--- config.mk ---
export PLATFORM = sky130hd
export DESIGN_NAME = ahb_lite_compute_slave
export DESIGN_NICKNAME = d
export VERILOG_FILES = /design/src/rtl/ahb_lite_pkg.sv /design/src/rtl/collatz_alu.sv /design/src/rtl/ahb_lite_compute_slave.sv
export SDC_FILE = /design/constraint.sdc
export NUM_CORES = 1
export LEC_CHECK = 0
export BUFFER_PORTS_ARGS = -buffer_cell sky130_fd_sc_hd__buf_2
export CAP_MARGIN = 40
export CORE_MARGIN = 2
export CORE_UTILIZATION = 60
export DETAILED_ROUTE_END_ITERATION = 8
export GPL_ROUTABILITY_DRIVEN = 0
export GPL_TIMING_DRIVEN = 0
export HOLD_SLACK_MARGIN = 0.15
export PLACE_DENSITY = 0.79
export SLEW_MARGIN = 10
export SYNTH_ARGS = -nofsm -noshare
export SYNTH_HDL_FRONTEND = slang
export SYNTH_SLANG_ARGS = --single-unit
--- constraint.sdc ---
create_clock -name clock -period 3.72 [get_ports clock]
set_input_delay 0.744 -clock clock [delete_from_list [all_inputs] [get_ports clock]]
set_output_delay 0.744 -clock clock [all_outputs]
set_load 0.1 [all_outputs]
--- src/rtl/ahb_lite_pkg.sv ---
// Shared encodings for the AHB-lite compute slave: compute modes, register map,
// response codes and the transfer state machine states.
package ahb_lite_pkg;

    typedef enum logic [1:0] {
        MODE_HALVE    = 2'd0,
        MODE_TRIPLE   = 2'd1,
        MODE_AUTO     = 2'd2,
        MODE_IDENTITY = 2'd3
    } mode_t;

    localparam logic [1:0] REG_MODE   = 2'd0;
    localparam logic [1:0] REG_WAIT   = 2'd1;
    localparam logic [1:0] REG_STATUS = 2'd2;
    localparam logic [1:0] REG_COUNT  = 2'd3;

    localparam logic RESP_OKAY  = 1'b0;
    localparam logic RESP_ERROR = 1'b1;

    typedef enum logic [1:0] {
        IDLE    = 2'd0,
        WAITING = 2'd1,
        DONE    = 2'd2
    } state_t;

endpackage

--- src/rtl/collatz_alu.sv ---
// Combinational Collatz-step datapath: halve, 3x+1, auto-select by parity, or pass-through.
// ovf flags any nonzero bit lost when 3x+1 is truncated back to WIDTH bits.
module collatz_alu
    import ahb_lite_pkg::*;
#(
    parameter int WIDTH = 8
) (
    input  mode_t            mode,
    input  logic [WIDTH-1:0] x,
    output logic [WIDTH-1:0] result,
    output logic             ovf
);

    logic [WIDTH+1:0] tripled;
    logic             useTriple;

    assign tripled = {2'b00, x} + {1'b0, x, 1'b0} + (WIDTH+2)'(1);

    always_comb begin
        useTriple = 1'b0;
        result    = x;
        ovf       = 1'b0;
        case (mode)
            MODE_HALVE:    result = x >> 1;
            MODE_TRIPLE:   useTriple = 1'b1;
            MODE_AUTO:     if (x[0]) useTriple = 1'b1; else result = x >> 1;
            MODE_IDENTITY: result = x;
            default:       result = x;
        endcase
        if (useTriple) begin
            result = tripled[WIDTH-1:0];
            ovf    = |tripled[WIDTH+1:WIDTH];
        end
    end

endmodule

--- src/rtl/ahb_lite_compute_slave.sv ---
// AHB-lite-style slave returning f(waddr) on compute reads, with MODE/WAIT/STATUS/COUNT
// control registers and programmable wait states.
module ahb_lite_compute_slave
    import ahb_lite_pkg::*;
#(
    parameter int WIDTH      = 8,
    parameter int MAX_WAIT   = 15,
    parameter int RESET_MODE = 0,
    localparam int WW        = $clog2(MAX_WAIT + 1)
) (
    input  logic             clock,
    input  logic             reset,
    input  logic             trans,
    input  logic             write,
    input  logic             regsel,
    input  logic [WIDTH-1:0] waddr,
    input  logic [WIDTH-1:0] wdata,
    output logic             readyout,
    output logic             resp,
    output logic [WIDTH-1:0] rdata
);

    state_t           state;
    mode_t            modeReg;
    logic [WW-1:0]    waitReg;
    logic [WW-1:0]    waitCnt;
    logic [WIDTH-1:0] countReg;
    logic             ovfReg;

    logic             capWrite, capRegsel;
    logic [WIDTH-1:0] capAddr, capData;

    logic             accept, finish;
    logic             opWrite, opRegsel;
    logic [WIDTH-1:0] opAddr, opData;
    logic [WIDTH-1:0] aluResult;
    logic             aluOvf;
    logic [WW-1:0]    clampedWait;
    logic [WIDTH-1:0] resData;
    logic             resResp;
    logic             isCountWrite;

    assign accept = trans && readyout;
    assign finish = (accept && (waitReg == '0)) || ((state == WAITING) && (waitCnt == '0));

    // Zero-wait transfers complete on the accept edge, so operands come straight from the bus.
    assign opWrite  = accept ? write  : capWrite;
    assign opRegsel = accept ? regsel : capRegsel;
    assign opAddr   = accept ? waddr  : capAddr;
    assign opData   = accept ? wdata  : capData;

    assign clampedWait  = (opData > WIDTH'(MAX_WAIT)) ? WW'(MAX_WAIT) : opData[WW-1:0];
    assign isCountWrite = opRegsel && opWrite && (opAddr[1:0] == REG_COUNT);

    collatz_alu #(.WIDTH(WIDTH)) alu (
        .mode   (modeReg),
        .x      (opAddr),
        .result (aluResult),
        .ovf    (aluOvf)
    );

    always_comb begin
        resData = '0;
        resResp = RESP_OKAY;
        if (!opRegsel) begin
            resData = opWrite ? opData : aluResult;
        end else begin
            case (opAddr[1:0])
                REG_MODE:   resData = opWrite ? WIDTH'(opData[1:0]) : WIDTH'(modeReg);
                REG_WAIT:   resData = opWrite ? WIDTH'(clampedWait) : WIDTH'(waitReg);
                REG_STATUS: begin
                    resData = opWrite ? '0 : WIDTH'(ovfReg);
                    resResp = opWrite ? RESP_ERROR : RESP_OKAY;
                end
                REG_COUNT:  resData = opWrite ? '0 : countReg;
                default:    resData = '0;
            endcase
        end
    end

    always_ff @(posedge clock) begin
        if (reset) begin
            state     <= IDLE;
            readyout  <= 1'b1;
            resp      <= RESP_OKAY;
            rdata     <= '0;
            modeReg   <= mode_t'(2'(RESET_MODE));
            waitReg   <= '0;
            waitCnt   <= '0;
            countReg  <= '0;
            ovfReg    <= 1'b0;
            capWrite  <= 1'b0;
            capRegsel <= 1'b0;
            capAddr   <= '0;
            capData   <= '0;
        end else begin
            if (accept) begin
                capWrite  <= write;
                capRegsel <= regsel;
                capAddr   <= waddr;
                capData   <= wdata;
            end

            case (state)
                IDLE, DONE: begin
                    if (accept) begin
                        if (waitReg == '0) begin
                            state <= DONE;
                        end else begin
                            state    <= WAITING;
                            readyout <= 1'b0;
                            waitCnt  <= waitReg - WW'(1);
                        end
                    end else begin
                        state <= IDLE;
                    end
                end
                WAITING: begin
                    if (waitCnt == '0) begin
                        state    <= DONE;
                        readyout <= 1'b1;
                    end else begin
                        waitCnt <= waitCnt - WW'(1);
                    end
                end
                default: state <= IDLE;
            endcase

            // Register side effects and counters are committed only at completion.
            if (finish) begin
                rdata <= resData;
                resp  <= resResp;
                if (opRegsel && opWrite) begin
                    if (opAddr[1:0] == REG_MODE) modeReg <= mode_t'(opData[1:0]);
                    if (opAddr[1:0] == REG_WAIT) waitReg <= clampedWait;
                end
                if (isCountWrite) begin
                    countReg <= '0;
                    ovfReg   <= 1'b0;
                end else begin
                    countReg <= countReg + WIDTH'(1);
                    if (!opRegsel && !opWrite && aluOvf) ovfReg <= 1'b1;
                end
            end
        end
    end

endmodule

**Word level (Yosys, flattened, before mapping)**

Index checks and enable logic that the tools add are counted.

- Word-level logic and storage cells: 90
- Input bits: 21
- Bits in writable memories: 0
- ROM bits: 0
- Register bits after elaboration: 49
- Memories kept: 0
- Output and inout port bits: 10
- Latch bits: 0

- Mux-type cells: 36
- Shifts and indexed selects: 0
- Add/sub/neg operators: 5
- Magnitude comparators: 1
- Multiply operators: 0
- Equality and inequality tests: 11
- Bitwise operators: 0
- Reductions and logical operators: 24
- Divide/modulo/power cells: 0

Operators by type and width:

| cell | count |
|---|---|
| $mux 8 | 8 |
| $pmux 8 s4 | 1 |
| $mux 4 | 5 |
| $pmux 8 s2 | 1 |
| $mux 1 | 13 |
| $add 10x1->10 const B | 1 |
| $add 8x9->10 | 1 |
| $add 8x1->8 const B | 1 |
| $eq 2x2->1 const B | 4 |
| $gt 8x4->1 const B | 1 |
| $logic_not 4->1 | 2 |
| $mux 2 | 4 |
| $pmux 4 s2 | 1 |
| $reduce_and 4->1 | 2 |
| $sub 4x1->4 const B | 2 |
| $logic_and 1x1->1 | 7 |
| $eq 2x1->1 const B | 3 |
| $logic_not 2->1 | 3 |
| $ne 2x2->1 const B | 3 |
| $reduce_and 3->1 | 2 |
| $pmux 1 s2 | 2 |
| $pmux 2 s2 | 1 |
| $reduce_bool 2->1 | 2 |
| $reduce_or 2->1 | 2 |
| 4 further kinds | 5 |

**Logic depth before layout (Yosys ltp)**

- Depth in word-level cells: 9
- Mapped depth: 12
- Gate-level depth less buffers: 10

**Modules after synthesis**

From an unflattened synthesis, not the netlist that was laid out.

- Cells, all modules: 407
- Area total of the unflattened synthesis: 3268.1 um2

Modules (own cells, without submodules):

| module | instances | area each (um2) | cells each |
|---|---|---|---|
| ahb_lite_compute_slave | 1 | 2537.4 | 310 |
| collatz_alu | 1 | 730.7 | 97 |

**Worst setup path before layout**

No wires, ideal clock.

- Path kind: register to register
- Start: reg readyout
- End: reg rdata[6]
- Required time: 3.617 ns
- Slack: -0.121 ns
- Setup time: 0.103 ns
- Data arrival time: 3.737 ns
- Cell stages (with the launch flop): 13
- Path through: dfxtp_1 and2_1 buf_6 buf_8 mux2i_1 inv_2 ha_1 and4_1 a311o_1 a21o_1 a21oi_1 mux2_1 a2111oi_2

- Cells in the longest elaborated chain, start to end: 7
- Elaborated cells on any way between the ends: 22
- Those cells by class: add/sub (2); eq/ne (3); mux (13); reduce/logical (4)

Ends and longest elaborated chain:

| item | RTL line | source |
|---|---|---|
| from (decl) | ahb_lite_compute_slave.sv:18 | `output logic readyout,` |
| from (signal assigned) | ahb_lite_compute_slave.sv:84 | `readyout <= 1'b1;` |
| from (signal assigned) | ahb_lite_compute_slave.sv:111 | `readyout <= 1'b0;` |
| from (signal assigned) | ahb_lite_compute_slave.sv:121 | `readyout <= 1'b1;` |
| $logic_and 1x1->1 (*) | ahb_lite_compute_slave.sv:43 | `assign accept = trans && readyout;` |
| $mux 8 (*) | n/a |  |
| via alu.x[1] | collatz_alu.sv:9 | `input logic [WIDTH-1:0] x,` |
| $add 8x9->10 | collatz_alu.sv:17 | `assign tripled = {2'b00, x} + {1'b0, x, 1'b0} + (WIDTH+2)'(1);` |
| $add 10x1->10 | collatz_alu.sv:17 |  |
| $mux 8 | collatz_alu.sv:30 | `if (useTriple) begin` |
| $mux 8 | ahb_lite_compute_slave.sv:66 | `resData = opWrite ? opData : aluResult;` |
| $mux 8 (*) | ahb_lite_compute_slave.sv:65 | `if (!opRegsel) begin` |
| to (signal assigned) | ahb_lite_compute_slave.sv:131 | `rdata <= resData;` |
| to (decl) | ahb_lite_compute_slave.sv:20 | `output logic [WIDTH-1:0] rdata` |

Mark *: on every way through the listed nets, which the timed path passes. The rest lies on a longest branch.
A chain may end at the register's enable or synchronous reset.

**Worst setup path in the final report**

- Start: in trans
- End: reg rdata[6]

- Cells in the longest elaborated chain, start to end: 7
- Elaborated cells on any way between the ends: 22
- Those cells by class: add/sub (2); eq/ne (3); mux (13); reduce/logical (4)

Ends and longest elaborated chain:

| item | RTL line | source |
|---|---|---|
| from (decl) | ahb_lite_compute_slave.sv:13 | `input logic trans,` |
| $logic_and 1x1->1 (*) | ahb_lite_compute_slave.sv:43 |  |
| $mux 8 (*) | n/a |  |
| via alu.x[1] | collatz_alu.sv:9 |  |
| $add 8x9->10 | collatz_alu.sv:17 |  |
| $add 10x1->10 | collatz_alu.sv:17 |  |
| $mux 8 | collatz_alu.sv:30 |  |
| $mux 8 | ahb_lite_compute_slave.sv:66 |  |
| $mux 8 (*) | ahb_lite_compute_slave.sv:65 |  |

Marks and branches as above.

==> metrics.yaml <==
synthesis:
  netlist-cell-type-count: 69
  synth-seq-cells: 49
  synth_top_flop_cell: "dfxtp_1"
  synth_area_per_cell_um2: 8.195
  synth_edf_count: 0
  yosys_warnings: 0
  async_sr_flop_fraction: 0
  netlist_top_cells_area: "dfxtp_1, mux2i_1, nor2_1, ha_1, nand2_1"
  synth_sequential_area_ratio: 0.3046
  synthesis.nets: 426
  synth_top_area_share: 0.3046
  mappedNetlistArea_um2: 3221
  yosys.area.top_type: "dfxtp_1"
  syn-instance-count: 393
cells_and_area:
  final-instance-count-excl-fill: 499
  final.fill_count: 450
  relative_area_change_from_synthesis_to_final_layout_pct: 10.49
  antenna-diode-count: 0
  mostFrequentLayoutCell: "nor2_1"
  final_nets: 461
  register_area_um2: 982.2
  drive_above_1_share: 0.1655
  mostFrequentLayoutCells: "nor2_1, dfxtp_1, buf_2"
  area_of_the_multi_input_gates_um2: 2083
  final_core_utilization: 0.6923
routing:
  route.detailed.drc: 0
  total_via_count_in_the_routed_design: 3210
  drt-pass1-iter-count: 5
  wl_per_cell_um: 17.92
  routed_wirelength_um: 8944
  drt_iter0_markers: 388
  drt-vias-per-instance: 6.433
  antenna_left: 0
setup_path:
  setup.worst_path.start_class: "input port"
  regToRegSetupSlack_ns: 0.32
  worstPathArrival_ns: 3.76
  timing.critical_path.slowest_stage_cell: "a311o_1"
  timing.setup.critical_path_class: "input port to register"
  critical_path.n_buffers_inverters: 4
  crit_path_max_fanout: 10
  capture_instance_of_the_worst_register_to_register_path: "rdata[6]$_SDFFE_PP0N_"
  critPathCaptureType: "register"
  cp_top_family: "compound AO/OA/AOI/OAI gates"
  ff2ff_path_depth: 12
  critical_path.reg2reg.startpoint: "readyout$_SDFFE_PP1P_"
  timing.critical_path.cells: "buf_2 -> and2_1 -> buf_6 -> buf_8 -> mux2i_4 -> inv_2 -> ha_1 -> and4_1 -> a311o_1 -> a21o_1 -> a21oi_1 -> mux2_1 -> a2111oi_2"
  slowest_delay_ns: 0.39
  critical_path_required_ns: 3.92
timing:
  slew_violations: 0
  unrepaired_setup_endpoints_after_global_routing: "false"
  fmax_mhz: 280.5
  timing_worst_slew_pin_value_ns: 0.7459
  finalWorstPathRequiredPeriod_ns: 3.565
  report.final.setup_viol: 0
  final.setup.tns_ns: 0
  timing.max_slew.rel_slack: 0.4885
  clock-skew-final_ns: 0.009987
  final_clock_period_utilization_by_the_worst_path: 0.9583
  finalHoldWorstSlack_ns: 0.5056
  timing.final.hold_violations: 0
clock_network:
  insertion_delay_ns: 0.31
  cts_tree: "yes"
  ctsRootBufferMaster: "clkbuf_8"
  clkSinkCount: 49
  cts_max_level: 2
  clkTransAtPathRegs_ns: 0.09
  cts_buffers: 5
  deepest_clock_path_buffer_count: 2
power_and_ir_drop:
  design_power_total_mw: 1.264
  power.leakage_nw: 1.481
  vdd.ir_drop.worst_mv: 0.2767
  power_density_nw_per_um2: 355.2
grt:
  number_of_antenna_violations_at_the_first_check_in_global_routing: 0
  grt_start_max_net_pins: 15
  via_count_of_the_first_global_routing_pass: 2883
  grt.total_usage: 0.2990
  global_route.overflow_total: 0
  grt_first_pass_wirelength_um: 14310
placement:
  dpl.hpwl_um: 6507
  io_buffers: 28
  dp.cells: 491
floorplan:
  die_boundary_height_um: 77.27
  fp.coreArea_um2: 5140
  fp.dieArea_um2: 5970
  row_count: 26
  num_io_pins: 31
  initial_utilization: 0.6266
  die_w_um: 77.27
min_path:
  holdCritStartpoint: "ovfReg$_SDFFE_PP0P_"
  hp-class: "register to register"
  whs_endpoint: "ovfReg$_SDFFE_PP0P_"
  hold_path_depth: 2
job:
  drv.max_cap_violation_count: 0
run_status:
  outcome: "finished, final reports clean"
## registers in the layout, summed over array words and instances, names as in the netlist
register,cells
modeReg,2
state,2
waitReg,4
capData,8
ovfReg,1
capRegsel,1
readyout,1
waitCnt,4
resp,1
countReg,8
capAddr,8
capWrite,1
rdata,8
## per-layer routing
layer	global-route usage	vias to the layer above	part of all wire
met5	0	-	0
met4	0.09286	0	0.015
met3	0.03765	15	0.077
met2	0.4748	171	0.46
met1	0.4223	1503	0.45
li1	-	1521	-
## where the power goes
part | internal, mW | leakage, nW | switching (mW)
Clock | 0.134 | 0.0385 | 0.185
Sequential | 0.550 | 0.400 | 0.0206
Combinational | 0.128 | 1.04 | 0.247
## synthesized netlist by cell type (5+ instances only)
master    number
nor2_1        65
dfxtp_1       49
mux2i_1       29
nand2_1       28
a21oi_1       18
o21ai_0       14
ha_1          12
inv_1         10
a211oi_1       9
buf_2          9
nand3_1        9
a22oi_1        7
clkbuf_1       7
nor3_1         7
nand4_1        6
nor2b_1        5
o21ai_1        5
or3_1          5
xnor2_1        5
## stage by stage
step	cell area, um2	setup WS (ns)
after global placement	3450	-0.2283
after CTS	3533	0.03322
after floorplan	3222	0.2356
after detailed placement	3450	-0.2711
after global routing	3558	0.04651
final	3558	0.1552
## worst register-to-register path, stage by stage, from the launching register on
cell and delay [ns]:
dfxtp_2 0.40, and2_1 0.15, buf_6 0.13, buf_8 0.15, mux2i_4 0.31, inv_2 0.10, ha_1 0.36, and4_1 0.23
a311o_1 0.39, a21o_1 0.18, a21oi_1 0.17, mux2_1 0.37, a2111oi_2 0.37
## cell families (layout without fill, tap and decap cells)
family | count (synthesis) | in the layout | synth area share
AOI/OAI and AO/OA | 103 | 103 | 0.2358
xor gates and xnor gates | 9 | 9 | 0.02447
adders and majority gates | 12 | 12 | 0.04662
buffers and inverters | 36 | 72 | 0.05633
DFF | 49 | 49 | 0.3046
muxes | 35 | 35 | 0.1111
and+or+nand+nor | 149 | 149 | 0.2211
## worst max path at each step
stage / start / end / slack, ns / depth (start not counted)
5_1_grt: trans / rdata[6]$_SDFFE_PP0N_ / 0.05 / 13
6_report: trans / rdata[6]$_SDFFE_PP0N_ / 0.16 / 13
3_5_place_dp: trans / rdata[6]$_SDFFE_PP0N_ / -0.27 / 13
3_3_place_gp: trans / rdata[6]$_SDFFE_PP0N_ / -0.23 / 13
4_1_cts: trans / rdata[6]$_SDFFE_PP0N_ / 0.03 / 13
2_1_floorplan: readyout$_SDFFE_PP1P_ / rdata[6]$_SDFFE_PP0N_ / 0.24 / 12
## timing repair
action / in CTS / in global routing
resized for setup: 0 / 3
hold buffers: 0 / 0
buffers inserted: 0 / 0
endpoints found under the hold margin: 0 / 0
setup endpoints to repair: 0 / 3
## area by class of cell
| type | instances | share of cell area |
|---|---|---|
| multi-input combinational | 308 | 0.5854 |
| sequential | 49 | 0.2760 |
| timing repair buffer | 28 | 0.03938 |
| buffer | 23 | 0.03727 |
| tap | 70 | 0.02461 |
| clock buffer | 7 | 0.02145 |
| inverter | 13 | 0.01371 |
| clock inverter | 1 | 0.002110 |
(Power assumes the default switching activity.)
